File: src/rtl/alu_share_arb.sv
// alu_share_arb: round-robin arbiter that shares one RV32I integer ALU
// between two operand producers and one registered result port.
//
// Ports:
//   clk, rst_n            clock (rising edge) and async active-low reset
//   reqN_valid/ready      request handshake for requester N (N = 0, 1)
//   reqN_opc              4-bit core ALU opcode
//   reqN_sel_pc           ADD only: first operand is pc instead of reg1
//   reqN_pc/reg1/src2     32-bit operands
//   reqN_tag              opaque tag returned with the result
//   rsp_valid/ready       result handshake
//   rsp_id                index of the requester that issued the result
//   rsp_tag, rsp_result   tag and 32-bit ALU result
//
// One-cycle registered latency, one op per cycle. rsp_* come straight from
// flops; only reqN_ready depends combinationally on rsp_ready.
module alu_share_arb #(
  parameter int TAG_W = 4
) (
  input  logic             clk,
  input  logic             rst_n,
  input  logic             req0_valid,
  output logic             req0_ready,
  input  logic [3:0]       req0_opc,
  input  logic             req0_sel_pc,
  input  logic [31:0]      req0_pc,
  input  logic [31:0]      req0_reg1,
  input  logic [31:0]      req0_src2,
  input  logic [TAG_W-1:0] req0_tag,
  input  logic             req1_valid,
  output logic             req1_ready,
  input  logic [3:0]       req1_opc,
  input  logic             req1_sel_pc,
  input  logic [31:0]      req1_pc,
  input  logic [31:0]      req1_reg1,
  input  logic [31:0]      req1_src2,
  input  logic [TAG_W-1:0] req1_tag,
  output logic             rsp_valid,
  input  logic             rsp_ready,
  output logic             rsp_id,
  output logic [TAG_W-1:0] rsp_tag,
  output logic [31:0]      rsp_result
);

  localparam logic [3:0] OP_ADD  = 4'b0000;
  localparam logic [3:0] OP_SUB  = 4'b1000;
  localparam logic [3:0] OP_AND  = 4'b0111;
  localparam logic [3:0] OP_OR   = 4'b0110;
  localparam logic [3:0] OP_XOR  = 4'b0100;
  localparam logic [3:0] OP_SLT  = 4'b0010;
  localparam logic [3:0] OP_SLTU = 4'b0011;
  localparam logic [3:0] OP_SLL  = 4'b0001;
  localparam logic [3:0] OP_SRL  = 4'b0101;
  localparam logic [3:0] OP_SRA  = 4'b1101;

  function automatic logic [31:0] alu(input logic [3:0]  opc,
                                      input logic [31:0] a,
                                      input logic [31:0] b);
    logic [31:0] r;
    r = '0;
    case (opc)
      OP_ADD:  r = a + b;
      OP_SUB:  r = a - b;
      OP_AND:  r = a & b;
      OP_OR:   r = a | b;
      OP_XOR:  r = a ^ b;
      OP_SLT:  r = {31'd0, $signed(a) < $signed(b)};
      OP_SLTU: r = {31'd0, a < b};
      OP_SLL:  r = a << b[4:0];
      OP_SRL:  r = a >> b[4:0];
      OP_SRA:  r = $unsigned($signed(a) >>> b[4:0]);
      default: r = '0;  // undefined opcodes still complete, with result 0
    endcase
    return r;
  endfunction

  logic             rr;         // requester preferred when both are valid
  logic             grant;
  logic             can_issue;
  logic             accept;
  logic [3:0]       sel_opc;
  logic             sel_pc;
  logic [31:0]      sel_pcv;
  logic [31:0]      sel_reg1;
  logic [31:0]      sel_src2;
  logic [TAG_W-1:0] sel_tag;
  logic [31:0]      op_a;

  // Gating with rst_n keeps both readies low while reset is held, even
  // though the empty result slot would otherwise allow an issue.
  assign can_issue = rst_n & (~rsp_valid | rsp_ready);

  // A lone valid requester wins regardless of rr.
  assign grant      = (req0_valid & req1_valid) ? rr : req1_valid;
  assign req0_ready = can_issue & ~grant & req0_valid;
  assign req1_ready = can_issue &  grant & req1_valid;
  assign accept     = req0_ready | req1_ready;

  always_comb begin
    // NOTE: every output gets a default before the mux, so no latch is inferred.
    sel_opc  = req0_opc;
    sel_pc   = req0_sel_pc;
    sel_pcv  = req0_pc;
    sel_reg1 = req0_reg1;
    sel_src2 = req0_src2;
    sel_tag  = req0_tag;
    if (grant) begin
      sel_opc  = req1_opc;
      sel_pc   = req1_sel_pc;
      sel_pcv  = req1_pc;
      sel_reg1 = req1_reg1;
      sel_src2 = req1_src2;
      sel_tag  = req1_tag;
    end
  end

  // pc is only ever an operand of ADD; other opcodes ignore sel_pc.
  assign op_a = (sel_opc == OP_ADD && sel_pc) ? sel_pcv : sel_reg1;

  // NOTE: sequential state uses non-blocking assignments so every flop
  // samples pre-edge values regardless of statement order.
  always_ff @(posedge clk or negedge rst_n) begin
    if (!rst_n) begin
      rsp_valid  <= 1'b0;
      rsp_id     <= 1'b0;
      rsp_tag    <= '0;
      rsp_result <= '0;
      rr         <= 1'b0;
    end else if (accept) begin
      // Covers accept-while-draining too: the slot refills without a bubble.
      rsp_valid  <= 1'b1;
      rsp_id     <= grant;
      rsp_tag    <= sel_tag;
      rsp_result <= alu(sel_opc, op_a, sel_src2);
      rr         <= ~grant;
    end else if (rsp_ready) begin
      rsp_valid  <= 1'b0;
    end
  end

endmodule
File: config.mk
export PLATFORM = sky130hd
export DESIGN_NAME = alu_share_arb
export DESIGN_NICKNAME = d
export VERILOG_FILES = /design/src/rtl/alu_share_arb.sv
export SDC_FILE = /design/constraint.sdc
export NUM_CORES = 1
export LEC_CHECK = 0
export BUFFER_PORTS_ARGS = -buffer_cell sky130_fd_sc_hd__buf_4
export CAP_MARGIN = 20
export CORE_ASPECT_RATIO = 0.5
export CORE_MARGIN = 8
export CORE_UTILIZATION = 29
export CTS_CLUSTER_DIAMETER = 80
export CTS_CLUSTER_SIZE = 16
export DETAILED_ROUTE_END_ITERATION = 10
export PLACE_DENSITY = 0.51
export SYNTH_ARGS = -nofsm -noshare
export SYNTH_HDL_FRONTEND = slang
export SYNTH_SLANG_ARGS = --single-unit
File: constraint.sdc
create_clock -name clk -period 10.35 [get_ports clk]
set_clock_uncertainty 0.15 [all_clocks]
set_input_delay 2.07 -clock clk [delete_from_list [all_inputs] [get_ports clk]]
set_output_delay 2.07 -clock clk [all_outputs]
set_load 0.02 [all_outputs]
# [Word-level counts from Yosys, hierarchy flattened]
# Cells that the tools add are included.
[word_totals] input_bits=215 reg_bits=39 elab_cells=48
[classes] bitwise=13 n_eq_ne=9 shifts=3 addsub=2 n_reduce_logical=3 n_mux=11 magnitude_cmp=2
[ops] operator="$pmux W32 S10" count=1
[ops] operator="$mux W32" count=4
[ops] operator="$lt A32 B32 Y1" count=2
[ops] operator="$add A32 B32 Y32" count=1
[ops] operator="$and A32 B32 Y32" count=1
[ops] operator="$or A32 B32 Y32" count=1
[ops] operator="$shl A32 B5 Y32" count=1
[ops] operator="$shr A32 B5 Y32" count=1
[ops] operator="$sshr A32 B5 Y32" count=1
[ops] operator="$sub A32 B32 Y32" count=1
[ops] operator="$xor A32 B32 Y32" count=1
[ops] operator="$eq A4 B3 Y1 const B" count=4
[ops] operator="$eq A4 B2 Y1 const B" count=2
[ops] operator="$eq A4 B4 Y1 const B" count=2
[ops] operator="$mux W4" count=2
[ops] operator="$and A1 B1 Y1" count=6
[ops] operator="$eq A4 B1 Y1 const B" count=1
[ops] operator="$logic_not A4 Y1" count=1
[ops] operator="$mux W1" count=4
[ops] operator="$not A1 Y1" count=2
[ops] operator="$or A1 B1 Y1" count=2
[ops] operator="$reduce_bool A2 Y1" count=1
[ops] operator="$logic_and A1 B1 Y1" count=1

# [Longest topological paths before layout]
# Gate-level depths: netlist of run 1.
[logic_depth] ltp_word=8 ltp_mapped=22 ltp_nobuf=18

# [Worst setup path before layout of run 1]
# Ideal clock, no wire load.
[synth_timing] path_kind="input to register" from="input req0_valid" to="register rsp_result[26]" slack_ns=3.524 t_arrival_ns=6.552 required_ns=10.076 setup_ns=0.124 stages=21 path_cell_list="nand2b_1 nand2_1 buf_2 buf_2 buf_2 buf_2 clkbuf_1 clkbuf_1 o21a_1 ha_1 clkbuf_1 nor4_1 o21ai_0 and3_1 a2111oi_0 o21a_1 o31a_1 o221ai_1 xnor2_1 nor2_1 o31a_1"
[synth_between] elab_chain_cells=8 elab_cells_between_ends=34 classes_between="add/sub: 2; eq/ne: 9; shift: 3; mux: 8; bitwise: 10; reduce/logical: 2"
[synth_rtl] item="start, declared" line="22" text="input logic req0_valid,"
[synth_rtl] item="$and A1 B1 Y1" line="94" text="assign grant = (req0_valid & req1_valid) ? rr : req1_valid;"
[synth_rtl] item="$mux W1" line="94"
[synth_rtl] item="$mux W4" line="107" text="if (grant) begin"
[synth_rtl] item="$logic_not A4 Y1" line="61, 118"
[synth_rtl] item="$logic_and A1 B1 Y1" line="118" text="assign op_a = (sel_opc == OP_ADD && sel_pc) ? sel_pcv : sel_reg1;"
[synth_rtl] item="$mux W32" line="118"
[synth_rtl] item="$sub A32 B32 Y32 (tied with other cells)" line="63" text="OP_SUB: r = a - b;"
[synth_rtl] item="$pmux W32 S10" line="61" text="case (opc)"
[synth_rtl] item="end signal, assigned" line="134" text="rsp_result <= alu(sel_opc, op_a, sel_src2);"
[synth_rtl] item="end, declared" line="42" text="output logic [31:0] rsp_result"
# Parallel ways exist; a longest one is shown, timed or not.
# A chain may end at the register's enable or synchronous reset.

# [Worst setup path in the final report of run 1]
[layout_timing] from="input req1_valid" to="register rsp_result[0]"
[layout_between] elab_chain_cells=8 elab_cells_between_ends=36 classes_between="add/sub: 2; order compare: 2; eq/ne: 9; shift: 3; mux: 8; bitwise: 10; reduce/logical: 2"
[layout_rtl] item="start, declared" line="30" text="input logic req1_valid,"
[layout_rtl] item="$and A1 B1 Y1" line="94"
[layout_rtl] item="$mux W1" line="94"
[layout_rtl] item="$mux W4" line="107"
[layout_rtl] item="$logic_not A4 Y1" line="61, 118"
[layout_rtl] item="$logic_and A1 B1 Y1" line="118"
[layout_rtl] item="$mux W32" line="118"
[layout_rtl] item="$sub A32 B32 Y32 (tied with other cells)" line="63"
[layout_rtl] item="$pmux W32 S10" line="61"
# Parallel ways exist; a longest one is shown, timed or not.

==> qor_table.md, run 1 <==
| Parameter | Reported | Unit |
|:---|:---|:---|
| Hold_buf cts | 0 | - |
| Post-route antenna net violation count | 1 | - |
| Number of cells traversed by the worst register-to-register path | 16 | - |
| Most frequent cells in the layout | sky130_fd_sc_hd__buf_4 (295), sky130_fd_sc_hd__nand2_1 (283), sky130_fd_sc_hd__mux2i_1 (224) | - |
| Share of synthesized flip-flops with an asynchronous set or reset | 1.00 | - |
| DP Wirelength | 64.4 | mm |
| Source of the worst hold timing path | rsp_tag[0] | - |
| Die outline width | 339 | um |
| Violations in the final reports | antenna violations | - |
| Portion of the clock cycle consumed by the worst path in the final layout | 0.722 | - |
| Worst r2r src | rr | - |
| Cts bufs inserted | 5 | - |
| Layout cell share with drive strength beyond 1 | 0.192 | - |
| Netlist area before placement | 15,100 | um2 |
| Number of synthesized flops with an enable pin | 0 | - |
| Total of warnings raised by yosys | 0 | - |
| Congestion Overflow GR | 0 | - |
| Number of library cell types mapped by synthesis | 104 | - |
| DR vias/cell | 6.31 | - |
| Post-detailed-route wirelength per cell | 28.1 | um |
| Top_reg_cell synth | sky130_fd_sc_hd__dfrtp_1 | - |
| Hold depth | 2 | - |
| Final hold violations | 0 | - |
| Count of TritonRoute iterations in the first routing pass | 8 | - |
| Cell type contributing the most total cell area after synthesis | sky130_fd_sc_hd__mux2i_1 | - |
| Num Clock Sinks | 39 | - |
| Clock-pin slew on the worst setup and hold paths | 0.08 | ns |
| TritonCTS clock tree | built | - |
| Number of remaining DRC errors | 0 | - |
| Number of top-level pins | 255 | - |
| Clock latency of the later-clocked register in the worst-skew pair | 0.31 | ns |
| Initial antenna violation count | 2 | - |
| Violation count after the first detailed-routing iteration | 2,781 | - |
| Buffers from clock root to sink, at most | 2 | - |
| Area growth syn-to-layout | 17.0 | % |
| Floorplan row count | 59 | - |
| CP Capture Type | register | - |
| Post_cts resized | 0 | - |
| Reg-to-Reg End | rsp_result[0] | - |
| Sum Neg Setup Slack | 0 | ns |
| Synth top area share | 0.149 | - |
| IR Drop Worst-Case VDD | 0.0000638 | V |
| Overall global routing resource usage | 0.257 | - |
| Initial standard-cell utilization of the core | 0.292 | - |
| Die Outline Area | 60,100 | um2 |
| Number of synthesized register bits | 39 | - |
| Final slew viol count | 0 | - |
| Placeable core region | 51,700 | um2 |
| Net total in the final layout | 2,552 | - |
| Leading cell types by total area after synthesis | sky130_fd_sc_hd__mux2i_1 (15%), sky130_fd_sc_hd__ha_1 (8.0%), sky130_fd_sc_hd__nand2_1 (7.1%) | - |
| Worst hold endpoint | rsp_tag[0] | - |
| Non-filler instance count after layout | 2,946 | - |
| Synthesized Nets | 2,423 | - |
| Data required, critical path | 10.35 | ns |
| Worst slew slack as a fraction of its limit | 0.313 | - |
| Sum of routed wire length over all layers | 82.8 | mm |
| Cell count after placement | 2,931 | - |
| FF-to-FF setup slack | 4.31 | ns |
| Hold Path Class | reg -> reg | - |
| CTS H-Tree Depth | 2 | - |
| Worst Setup Start Kind | input pin | - |
| Power per Cell Area | 113 | nW/um2 |
| LEAKAGE | 7.72 | nW |
| Setup repair after global routing missed its margin | false | - |
| Post-Synthesis Cells | 2,109 | - |
| Clock Tree Root | sky130_fd_sc_hd__clkbuf_16 | - |
| Minimum clock period | 7.47 | ns |
| Status | finished with violations | - |
| Portion of the post-synthesis area used by sequential elements | 0.0646 | - |
| Number of I/O port buffers | 254 | - |
| Final weighted congestion in routability-driven placement | 1.02 | - |
| Maximum fanout along the worst path | 27 | - |
| Maximum number of pins on one net before global-route repair | 61 | - |
| Synthesized area per cell | 7.16 | um2 |
| Final Core Density | 0.341 | - |
| Setup Fix Bufs, Post-CTS | 0 | - |
| First-pass GRT wire length | 120 | mm |
| Via count of the first global-routing pass | 17,300 | - |
| Die boundary height | 177 | um |
| Arrival time reported for the critical path endpoint | 7.48 | ns |
| Total number of vias | 18,600 | - |
| Number of setup violations in the final report | 0 | - |
| Most frequent standard cell in the layout excluding fill and tap cells | sky130_fd_sc_hd__buf_4 | - |
| Max-capacitance violation count | 0 | - |
| Setup CP Type | in -> reg | - |
| Max Clk Rate | 134 | MHz |
| Transition time of the tightest slew-check pin | 1.03 | ns |
==> metrics by stage <==
step	power, mW	cell area [um2]	setup WS, ns	hold WS (ns)
detailed placement	1.74	17500	2.78	0.325
finish	2.00	17700	2.88	0.336
CTS	1.95	17600	3.07	0.342
floorplan	1.19	15100	3.52	0.315
global route	2.10	17700	2.50	0.382
global placement	1.74	17500	2.85	0.315
==> power by group <==
| part | switching, mW | internal (mW) |
|---|---|---|
| Combinational | 1.03 | 0.559 |
| Sequential | 0.0266 | 0.180 |
| Clock | 0.0854 | 0.114 |
==> logic make-up (layout without fill, tap and decap cells) <==
| logic type | count (synthesis) | after routing | share of synthesized area |
|---|---|---|---|
| AND/OR/NAND/NOR | 654 | 654 | 0.199 |
| multiplexers | 306 | 306 | 0.240 |
| AO/OA/AOI/OAI | 712 | 712 | 0.321 |
| other | 0 | 6 | 0 |
| buffers and inverters | 277 | 407 | 0.0803 |
| XOR/XNOR | 22 | 22 | 0.0128 |
| adder cells (fa/ha/maj) | 99 | 99 | 0.0830 |
| flip-flops | 39 | 39 | 0.0646 |
==> routing by layer <==
| metal | part of all wire | track usage | vias up |
|---|---|---|---|
| li1 | - | - | 8222 |
| met1 | 0.44 | 0.365 | 9068 |
| met2 | 0.42 | 0.384 | 1130 |
| met3 | 0.11 | 0.0641 | 160 |
| met4 | 0.028 | 0.0703 | 2 |
| met5 | 0.00016 | 0 | - |
==> cells in the mapped netlist, types with 32 or more instances <==
cell and instances:
sky130_fd_sc_hd__a211oi_1 57, sky130_fd_sc_hd__a21oi_1 164, sky130_fd_sc_hd__a31oi_1 38, sky130_fd_sc_hd__buf_2 52
sky130_fd_sc_hd__clkbuf_1 88, sky130_fd_sc_hd__dfrtp_1 39, sky130_fd_sc_hd__ha_1 97, sky130_fd_sc_hd__inv_1 94
sky130_fd_sc_hd__mux2_2 40, sky130_fd_sc_hd__mux2i_1 225, sky130_fd_sc_hd__nand2_1 284, sky130_fd_sc_hd__nand3_1 50
sky130_fd_sc_hd__nor2_1 137, sky130_fd_sc_hd__nor3_1 39, sky130_fd_sc_hd__o211ai_1 32, sky130_fd_sc_hd__o21ai_0 121
==> sequential cells by signal, indices dropped and copies added (netlist names) <==
name / count
rsp_valid: 1
rsp_tag: 4
rsp_result: 32
rsp_id: 1
rr: 1
==> worst max path at each step <==
| stage | startpoint | endpoint |
|---|---|---|
| after detailed placement | req1_valid | rsp_result[30] |
| after global placement | req1_valid | rsp_result[0] |
| after floorplan | req0_valid | rsp_result[26] |
| after global routing | req1_valid | rsp_result[30] |
| final | req1_valid | rsp_result[0] |
| after CTS | req1_valid | rsp_result[30] |
==> critical path: stages <==
cell,delay [ns]
sky130_fd_sc_hd__buf_4,0.30
sky130_fd_sc_hd__inv_2,0.32
sky130_fd_sc_hd__nor2_4,0.38
sky130_fd_sc_hd__buf_4,0.43
sky130_fd_sc_hd__mux4_2,0.63
sky130_fd_sc_hd__ha_1,0.48
sky130_fd_sc_hd__a211oi_1,0.12
sky130_fd_sc_hd__o21ai_0,0.42
sky130_fd_sc_hd__nand4_1,0.25
sky130_fd_sc_hd__a2111oi_0,0.84
sky130_fd_sc_hd__o21a_1,0.26
sky130_fd_sc_hd__o21ai_0,0.18
sky130_fd_sc_hd__a31oi_1,0.28
sky130_fd_sc_hd__nand2_1,0.14
sky130_fd_sc_hd__a311oi_1,0.25
sky130_fd_sc_hd__a22oi_1,0.11
==> area by class of cell <==
cell class                 count  area [um2]
fill                        5594       34100
multi-input combinational   1793       13000
timing repair buffer         295        2210
sequential                    39         976
tap                          701         877
inverter                     104         390
clock buffer                   5         125
clock inverter                 3        43.8
antenna                        6        15.0
(Power assumes the default switching activity.)
==> inputs of run 2 (changes only) <==
--- a/config.mk
+++ b/config.mk
@@ -5,6 +5,7 @@
 export SDC_FILE = /design/constraint.sdc
 export NUM_CORES = 1
 export LEC_CHECK = 0
+export ABC_AREA = 1
 export BUFFER_PORTS_ARGS = -buffer_cell sky130_fd_sc_hd__buf_4
 export CAP_MARGIN = 20
 export CORE_ASPECT_RATIO = 0.5
@@ -13,7 +14,7 @@
 export CTS_CLUSTER_DIAMETER = 80
 export CTS_CLUSTER_SIZE = 16
 export DETAILED_ROUTE_END_ITERATION = 10
-export PLACE_DENSITY = 0.51
+export PLACE_DENSITY = 0.53
 export SYNTH_ARGS = -nofsm -noshare
 export SYNTH_HDL_FRONTEND = slang
 export SYNTH_SLANG_ARGS = --single-unit
==> constraint.sdc (replaced) <==
create_clock -name clk -period 6.1 [get_ports clk]
set_clock_uncertainty 0.15 [all_clocks]
set_input_delay 1.22 -clock clk [delete_from_list [all_inputs] [get_ports clk]]
set_output_delay 1.22 -clock clk [all_outputs]
set_load 0.02 [all_outputs]
==> qor_table.md, run 2 <==
| Parameter | Reported | Unit | Delta |
|:---|:---|:---|:---|
| Total placed instance area | 15,000 | um2 | -14% |
| Congestion Overflow GR | 0 | - | unchanged |
| Clock Tree Root | sky130_fd_sc_hd__clkbuf_16 | - |  |
| Count of TritonRoute iterations in the first routing pass | 6 | - | -2 |
| Final slew viol count | 0 | - | unchanged |
| Most frequent standard cell in the layout excluding fill and tap cells | sky130_fd_sc_hd__nand2_1 | - |  |
| Number of library cell types mapped by synthesis | 55 | - | -47% |
| TritonCTS clock tree | built | - |  |
| Number of I/O port buffers | 254 | - | unchanged |
| Placeable core region | 43,200 | um2 | -17% |
| Minimum clock period | 5.56 | ns |  |
| Maximum number of pins on one net before global-route repair | 68 | - | +11% |
| Buffers from clock root to sink, at most | 2 | - | unchanged |
| Sw Share | 0.608 | - | +0.0349 |
| Post-Synthesis Cells | 2,392 | - | +13% |
| Maximum fanout along the worst path | 21 | - | -22% |
| Setup CP Type | in -> reg | - |  |
| Most frequent cells in the layout | sky130_fd_sc_hd__nand2_1 (818), sky130_fd_sc_hd__nand3_1 (377), sky130_fd_sc_hd__buf_4 (293) | - |  |
| Pwr Total | 3.48 | mW | +74% |
| Synthesized Nets | 2,706 | - | +12% |
| Initial standard-cell utilization of the core | 0.291 | - | -0.000765 |
| Number of synthesized register bits | 39 | - | unchanged |
| Initial antenna violation count | 2 | - | unchanged |
| Sum Neg Setup Slack | 0 | ns | unchanged |
| Cell type contributing the most total cell area after synthesis | sky130_fd_sc_hd__nand2_1 | - |  |
| P_sw | 2.11 | mW | +85% |
| Setup repair after global routing missed its margin | false | - |  |
| Post-detailed-route wirelength per cell | 22.4 | um | -20% |
| Portion of the post-synthesis area used by sequential elements | 0.0776 | - | +0.0130 |
| Number of synthesized flops with an enable pin | 0 | - | unchanged |
| Number of setup violations in the final report | 0 | - | unchanged |
| Portion of the clock cycle consumed by the worst path in the final layout | 0.911 | - |  |
| Sum of routed wire length over all layers | 70.9 | mm | -14% |
| First-pass GRT wire length | 102 | mm | -15% |
| Synthesized area per cell | 5.26 | um2 | -27% |
| Max Clk Rate | 180 | MHz |  |
| Synth top area share | 0.244 | - | +0.0952 |
| Share of total power in combinational logic | 0.790 | - | -0.007 |
| Post_cts resized | 0 | - | unchanged |
| LEAKAGE | 8.21 | nW | +6.3% |
| Net total in the final layout | 2,887 | - | +13% |
| Portion of total power attributed to the clock network | 0.095 | - | -0.005 |
| CTS H-Tree Depth | 2 | - | unchanged |
| Number of top-level pins | 255 | - | unchanged |
| Number of remaining DRC errors | 0 | - | unchanged |
| Worst slew slack as a fraction of its limit | 0.365 | - | +0.0525 |
| Clock latency of the later-clocked register in the worst-skew pair | 0.30 | ns | about the same |
| DP Wirelength | 58.6 | mm | -9.1% |
| Arrival time reported for the critical path endpoint | 5.59 | ns | -1.89 ns |
| Num Clock Sinks | 39 | - | unchanged |
| Data required, critical path | 6.14 | ns | -4.21 ns |
| Status | complete, no violations | - |  |
| Die Outline Area | 50,700 | um2 | -16% |
| Worst-case hold slack | 0.335 | ns | -0.000633 ns |
| Total non-filler cell area in the finished layout | 15,200 | um2 | -14% |
| Netlist area before placement | 12,600 | um2 | -17% |
| Top_reg_cell synth | sky130_fd_sc_hd__dfrtp_1 | - |  |
| Hold Path Class | reg -> reg | - |  |
| Sequential cell fraction of total power | 0.115 | - | +0.012 |
| Layout cell share with drive strength beyond 1 | 0.155 | - | -0.0370 |
| Max-capacitance violation count | 0 | - | unchanged |
| Die outline width | 310 | um | -8.4% |
| Floorplan row count | 54 | - | -8.5% |
| Overall global routing resource usage | 0.267 | - | +0.00924 |
| Total number of vias | 17,100 | - | -8.1% |
| Power per Cell Area | 229 | nW/um2 | +100% |
| Register name with the most flops | rsp_result | - |  |
| Final Core Density | 0.352 | - | +0.0105 |
| CP Capture Type | register | - |  |
| Clock-pin slew on the worst setup and hold paths | 0.07 | ns | about the same |
| Via count of the first global-routing pass | 15,700 | - | -9.2% |
| Share of synthesized flip-flops with an asynchronous set or reset | 1.00 | - | unchanged |
| Setup Fix Bufs, Post-CTS | 0 | - | unchanged |
| Internal power contribution | 1.36 | mW | +60% |
| IR Drop Worst-Case VDD | 0.000117 | V | +83% |
| Area growth syn-to-layout | 20.9 | % |  |
| DR vias/cell | 5.40 | - | -14% |
| Transition time of the tightest slew-check pin | 0.948 | ns | -0.0823 ns |
| Most repeated cell in the gate-level netlist after synthesis | sky130_fd_sc_hd__nand2_1 | - |  |
| Final hold violations | 0 | - | unchanged |
| Filler cell count in the final layout | 4,977 | - | -11% |
| Post-route antenna net violation count | 0 | - | -1 |
| Worst Setup Start Kind | input pin | - |  |
| Die boundary height | 163 | um | -8.0% |
| Violation count after the first detailed-routing iteration | 1,958 | - | -30% |
| Total of warnings raised by yosys | 0 | - | unchanged |
| Cts bufs inserted | 5 | - | unchanged |
| Top Registers | rsp_result x32, rsp_tag x4 | - |  |
| Hold_buf cts | 0 | - | unchanged |
| Final weighted congestion in routability-driven placement | 1.02 | - | about the same |
| Leading cell types by total area after synthesis | sky130_fd_sc_hd__nand2_1 (24%), sky130_fd_sc_hd__nand3_1 (15%), sky130_fd_sc_hd__ha_1 (9.7%) | - |  |
| Max FFs per register | 32 | - | unchanged |
| Commonest cells in the netlist | sky130_fd_sc_hd__nand2_1 (818), sky130_fd_sc_hd__nand3_1 (377), sky130_fd_sc_hd__inv_1 (245) | - |  |
[run 2: cell type report]
type                    count  area, um2  area share
multi-input cells        1968      10100       0.662
repair buffers            297       2270       0.149
inverters                 262        983      0.0647
flip-flops and latches     39        976      0.0642
well taps                 588        736      0.0484
clock buffers               5        125     0.00824
clock inverters             3       46.3     0.00305
diodes                      1       2.50    0.000165
[run 2: cell families (layout without fill, tap and decap cells)]
kind of cell	after synthesis	after routing	synth area share
flip-flops	39	39	0.0776
adder cells (fa/ha/maj)	99	99	0.0997
AO/OA/AOI/OAI	392	392	0.177
buffers and inverters	385	567	0.126
other	0	1	0
XOR/XNOR	3	3	0.00209
AND/OR/NAND/NOR	1474	1474	0.517
[run 2: path summary, 6_finish.rpt]
path | startpoint | to | slack, ns | cells past startpoint
min in group asynchronous | rst_n | rsp_result[22] | 0.75 | 1
worst max-delay path | req0_valid | rsp_result[20] | 0.54 | 28
worst min-delay path | rsp_result[13] | rsp_result[13] | 0.34 | 2
worst max register to register | rr | rsp_result[20] | 1.09 | 28
max in group asynchronous | rst_n | rsp_result[0] | 4.65 | 1
worst min register to register | rsp_result[13] | rsp_result[13] | 0.34 | 2
[run 2: metal layers]
| metal | GRT usage | vias up | share of wire |
|---|---|---|---|
| met5 | 0 | - | 0.00016 |
| met4 | 0.0449 | 2 | 0.019 |
| met3 | 0.0593 | 70 | 0.094 |
| met2 | 0.398 | 690 | 0.41 |
| met1 | 0.391 | 8112 | 0.47 |
| li1 | - | 8208 | - |
[run 2: power groups by stage]
| stage | sequential [mW] | clock [mW] | combinational [mW] |
|---|---|---|---|
| 4_1_cts | 0.399 | 0.331 | 2.69 |
| 2_1_floorplan | 0.481 | 0 | 1.56 |
| 3_3_place_gp | 0.404 | 0 | 2.69 |
| 3_5_place_dp | 0.399 | 0 | 2.68 |
| 6_report | 0.399 | 0.331 | 2.75 |
| 5_1_grt | 0.407 | 0.342 | 2.98 |
[run 2: stage by stage]
step	worst slack [ns]	instances
floorplan	1.42	2392
global placement	0.218	3153
detailed placement	0.198	3153
CTS	0.490	3161
global route	0.160	3162
finish	0.542	3163
[run 2: worst max-delay path: stages]
cell and delay [ns]:
sky130_fd_sc_hd__buf_4 0.12, sky130_fd_sc_hd__nand2_4 0.08, sky130_fd_sc_hd__nand2_4 0.14, sky130_fd_sc_hd__nand2_1 0.09, sky130_fd_sc_hd__nand2_2 0.12, sky130_fd_sc_hd__nand2_4 0.10, sky130_fd_sc_hd__inv_1 0.13, sky130_fd_sc_hd__nand3_4 0.27
sky130_fd_sc_hd__nand2_1 0.18, sky130_fd_sc_hd__nand2_1 0.12, sky130_fd_sc_hd__inv_1 0.09, sky130_fd_sc_hd__ha_1 0.14, sky130_fd_sc_hd__inv_1 0.07, sky130_fd_sc_hd__fa_1 0.46, sky130_fd_sc_hd__nand3_1 0.10, sky130_fd_sc_hd__nand2_1 0.10
sky130_fd_sc_hd__a21oi_1 0.26, sky130_fd_sc_hd__inv_1 0.09, sky130_fd_sc_hd__nand2_1 0.07, sky130_fd_sc_hd__nand2_1 0.10, sky130_fd_sc_hd__a21oi_1 0.19, sky130_fd_sc_hd__o21ai_0 0.21, sky130_fd_sc_hd__a21oi_1 0.45, sky130_fd_sc_hd__nand2_1 0.10
sky130_fd_sc_hd__a31oi_1 0.29, sky130_fd_sc_hd__nand2_1 0.12, sky130_fd_sc_hd__nand2_1 0.09, sky130_fd_sc_hd__nand2_1 0.07
